[src/rtl/pc_register_if.sv]
// Program-counter bus: next-PC load port from the control/mux side and the
// registered PC (plus its top-bit slice) returned to the jump-target logic.
interface pc_register_if #(
  parameter int WIDTH    = 16,
  parameter int TOP_BITS = 3
);
  logic [WIDTH-1:0]    Din;
  logic                PCWrite;
  logic [WIDTH-1:0]    Out;
  logic [TOP_BITS-1:0] TopOut;

  modport master (
    output Din,
    output PCWrite,
    input  Out,
    input  TopOut
  );

  modport slave (
    input  Din,
    input  PCWrite,
    output Out,
    output TopOut
  );
endinterface

[src/rtl/pc_register.sv]
// Program-counter holding register: pure load/hold, async active-low reset to
// the boot address, top bits sliced out for jump-target concatenation.
module pc_register #(
  parameter int               WIDTH       = 16,
  parameter int               TOP_BITS    = 3,
  parameter logic [WIDTH-1:0] RESET_VALUE = '0
) (
  input  logic         CLK,
  input  logic         RST_N,
  pc_register_if.slave bus
);

  logic [WIDTH-1:0] pc;

  always_ff @(posedge CLK or negedge RST_N) begin
    if (!RST_N) begin
      pc <= RESET_VALUE;
    end else if (bus.PCWrite) begin
      pc <= bus.Din;
    end
  end

  // Both outputs come straight off the register; no path from Din/PCWrite.
  assign bus.Out    = pc;
  assign bus.TopOut = pc[WIDTH-1 -: TOP_BITS];

endmodule

[src/flat_wrapper.sv]
// flat-port wrapper written by rule: the top's interface ports become plain ports
module pc_register_flat 
#(
  parameter int               WIDTH       = 16,
  parameter int               TOP_BITS    = 3,
  parameter logic [WIDTH-1:0] RESET_VALUE = '0
)
  (CLK, RST_N, bus_Din, bus_PCWrite, bus_Out, bus_TopOut);
  pc_register_if #(.WIDTH(WIDTH), .TOP_BITS(TOP_BITS)) bus_i ();
  input  logic CLK;
  input  logic RST_N;
  input wire logic [$bits(bus_i.Din)-1:0] bus_Din;
  input wire logic [$bits(bus_i.PCWrite)-1:0] bus_PCWrite;
  output wire logic [$bits(bus_i.Out)-1:0] bus_Out;
  output wire logic [$bits(bus_i.TopOut)-1:0] bus_TopOut;
  assign bus_i.Din = bus_Din;
  assign bus_i.PCWrite = bus_PCWrite;
  assign bus_Out = bus_i.Out;
  assign bus_TopOut = bus_i.TopOut;
  pc_register #(.WIDTH(WIDTH), .TOP_BITS(TOP_BITS), .RESET_VALUE(RESET_VALUE)) u_core (.CLK(CLK), .RST_N(RST_N), .bus(bus_i));
endmodule
[config.mk]
export PLATFORM = sky130hd
export DESIGN_NAME = pc_register_flat
export DESIGN_NICKNAME = d
export VERILOG_FILES = /design/src/rtl/pc_register_if.sv /design/src/rtl/pc_register.sv /design/src/flat_wrapper.sv
export SDC_FILE = /design/constraint.sdc
export NUM_CORES = 1
export LEC_CHECK = 0
export ABC_CLOCK_PERIOD_IN_PS = 800
export CORE_ASPECT_RATIO = 0.6
export CORE_MARGIN = 8
export CORE_UTILIZATION = 31
export CTS_CLUSTER_DIAMETER = 120
export DETAILED_ROUTE_END_ITERATION = 6
export PLACE_DENSITY = 0.7
export SLEW_MARGIN = 5
export SYNTH_ARGS = -nofsm -noshare
export SYNTH_HDL_FRONTEND = slang
export SYNTH_SLANG_ARGS = --single-unit
[constraint.sdc]
create_clock -name CLK -period 0.8 [get_ports CLK]
set_input_delay 0.12 -clock CLK [delete_from_list [all_inputs] [get_ports CLK]]
set_output_delay 0.12 -clock CLK [all_outputs]
set_load 0.02 [all_outputs]
Word level (Yosys, flattened, before mapping)

Cells that the tools add are included.
Widths: inputs -> output; s select.

Latch bits: 0
Memory bits (writable): 0
Register bits: 16
Memory bits (read-only): 0
Bits of input ports: 19
Memories: 0

Multiplexer cells: 0
Bitwise gates (word level): 0
Eq/ne operators: 0
Reduce and logical (&&, ||, !) cells: 0
$lt $le $gt $ge: 0
Shift-type cells: 0
Divide/modulo/power cells: 0
Multipliers: 0
Add/sub/neg operators: 0

Logic depth before layout (Yosys ltp)

Depth in word-level cells: 0
Mapped depth: 3
Mapped depth without buffers: 1

Least setup slack after synthesis

No wires, ideal clock.

Path kind: register to register
Start point: reg, netlist name u_core.bus.Out[13]
End point: reg u_core.pc[13], in the netlist u_core.bus.Out[13]
Arrival time: 714 ps
Data required time: 675 ps
Clock period less this slack: 839 ps
Library setup time: 125 ps
Path buffers: 0
Slack: -39 ps
Stages on the path, launching flop included: 2
Path through: dfrtp_1 > mux2_2

RTL lines:

| element                | RTL line          | text |
|---|---|---|
| end signal: assignment | pc_register.sv:19 | `pc <= bus.Din;` |
| end: declaration       | pc_register.sv:13 | `logic [WIDTH-1:0] pc;` |

Worst setup path in the final report

Start point: reg u_core.pc[13], in the netlist u_core.bus.Out[13]
End point: out bus_Out[13]

RTL lines:

| element          | RTL line           | text |
|---|---|---|
| end: declaration | flat_wrapper.sv:14 | `output wire logic [$bits(bus_i.Out)-1:0] bus_Out;` |

No word-level cell between the ends.

==> out/metrics.cfg <==
[detailed_routing]
drc = 0
highest-signal-layer = met4
wl_mm = 1.609
wl_per_cell_um = 14.63
wl_met1_um = 681
met2_wirelength_um = 823
drtIter0Drc = 11
met3RoutedLength_um = 88
dr.pass1.iters = 2
drtAntennaViolNets = 0
viasPerCell = 4.127
vias = 454

[global_routing]
grt_max_degree = 17
globalRouteOverflowTotal = 0
antenna_found_initial = 0
grt_pass1_vias = 498
grt_pass1_wl_mm = 2.642
grt_usage_pct = 8.470

[pwr]
vdd_drop_max_mv = 0.7523
p_per_area_nw_per_um2 = 1779
power.leakage_nw = 0.5450

[clock_network]
clock-sinks = 16
clkTransAtPathRegs_ns = 0.10
tritoncts = built
htree_levels = 1
cts_buffers = 3
ctsLongestPathBuffers = 2
root_buffer = clkbuf_4
cts_hold_buf = 0
clock_latency_ns = 0.28

[cells_and_area]
drive_above_1_share_pct = 77.50
nNetsFinal = 100
design_area_um2 = 1220
largest_reg_flops = 16
final_cells = 110
antenna_cells = 0
final_cell_mix = buf_6 (22), clkdlybuf4s50_1 (17), dfrtp_2 (16)
area_growth_pct = 81.56
final_common_cell = buf_6

[placed_design]
gp_congestion = 0.6554
dp_slack_ns = -0.4765
dpl_cell_area_um2 = 1094
io_buffers = 37
dp.cells = 102

[timing]
slew_headroom_pct = 90.93
hold_ws_ns = 0.1635
finalClockSkew_ns = 0
tns_ns = -3.559
period_minus_slack_ns = 0.9876
worst_pin_slew_ns = 0.1360
fmax_mhz = 1013
hold_viol_final = 0
final_max_slew_viol_count = 0
setup_slack_ns = -0.1876
finalCritPeriodShare_pct = 123.4
setup_violations = 25
rsz0062_at_grt = true

[run]
max_cap_violations = 0

[worst_setup_path]
worstPathArrival_ns = 0.87
end_kind = output port
crit_chain = buf_6
cp_slowest_cell = dfrtp_2
critPathKind = register to output port
crit_family = flip-flops
crit_path_max_incr_delay_ns = 0.44
worst-endpoint-required_ns = 0.68
cp-start-kind = register
cp.buffers_inverters = 1
path_max_fanout = 3

[die]
core_um2 = 2115
dieArea_um2 = 3962
die_height_um = 52.06
start_util_pct = 31.78
io_pins = 38
die_w_um = 76.10
rows = 13

[yosys]
syn_avg_cell_area_um2 = 18.16
yosysSeqAreaShare_pct = 59.59
ys_seq_elements = 16
yosysWarnings = 0
ys_types = 6
netlist_instances = 37
syn_area_um2 = 671.9
synth_fp_nets = 56

[hold_path]
min_path_type = input port to async pin

[outcome]
status = complete, but fails checks
failed_checks = setup timing

==> synth_stat cells <==
library cell / n / share of area [%]
buf_6: 1 / 1.7
buf_4: 3 / 3.4
buf_12: 1 / 3.0
mux2_2: 6 / 10
mux2_4: 10 / 22
dfrtp_1: 16 / 60
==> final timing paths <==
path	cells past startpoint	slack (ns)	endpoint	start
max in group asynchronous	2	0.49	u_core.bus.Out[0]	RST_N
min	2	0.16	u_core.bus.Out[5]	RST_N
max reg2reg	2	-0.13	u_core.bus.Out[14]	u_core.bus.Out[14]
min in group CLK	3	0.37	u_core.bus.Out[13]	bus_PCWrite
min reg2reg	1	0.53	u_core.bus.Out[2]	u_core.bus.Out[2]
max	1	-0.19	bus_Out[13]	u_core.bus.Out[13]
==> repair_timing <==
item                       4_1_cts  5_1_grt
setup endpoints to repair       35       32
gates cloned                     1        0
buffers inserted                 3        0
gates resized for setup        119        0
==> report_power, final <==
group          total [mW]  switching, mW  internal, mW
Clock               0.532          0.255         0.277
Combinational       0.667          0.242         0.425
Sequential          0.971         0.0668         0.904
Total                2.17          0.564          1.61
==> area by class of cell <==
| class | instances | area [um^2] |
|---|---|---|
| fill | 181 | 894.6 |
| clock buffer | 4 | 36.28 |
| timing repair buffer | 44 | 508.0 |
| tap | 30 | 37.54 |
| multi-input combinational | 16 | 217.7 |
| sequential | 16 | 420.4 |
==> stage by stage <==
step	util (%)	total power [mW]
floorplan	-	1.255
global placement	51.72	1.563
detailed placement	51.72	1.570
CTS	57.69	2.203
global route	57.69	2.290
finish	57.69	2.170
==> worst reg2reg max path, stage by stage, from the launching register on <==
cell and delay (ns):
dfrtp_2 0.44, buf_4 0.14, mux2_2 0.25
==> layer usage <==
metal | vias up | GRT usage [%]
met2 | 16 | 13.15
met1 | 226 | 10.35
li1 | 210 | -
met4 | 0 | 3.797
met5 | - | 0
met3 | 2 | 3.265
==> kinds of logic (layout without fill, tap and decap cells) <==
| logic type | after synthesis | after routing | synth area share (%) |
|---|---|---|---|
| mux | 16 | 16 | 32.40 |
| flops | 16 | 16 | 59.59 |
| buf+inv | 5 | 48 | 8.007 |
Note: power is estimated with default switching activity, not from simulation.
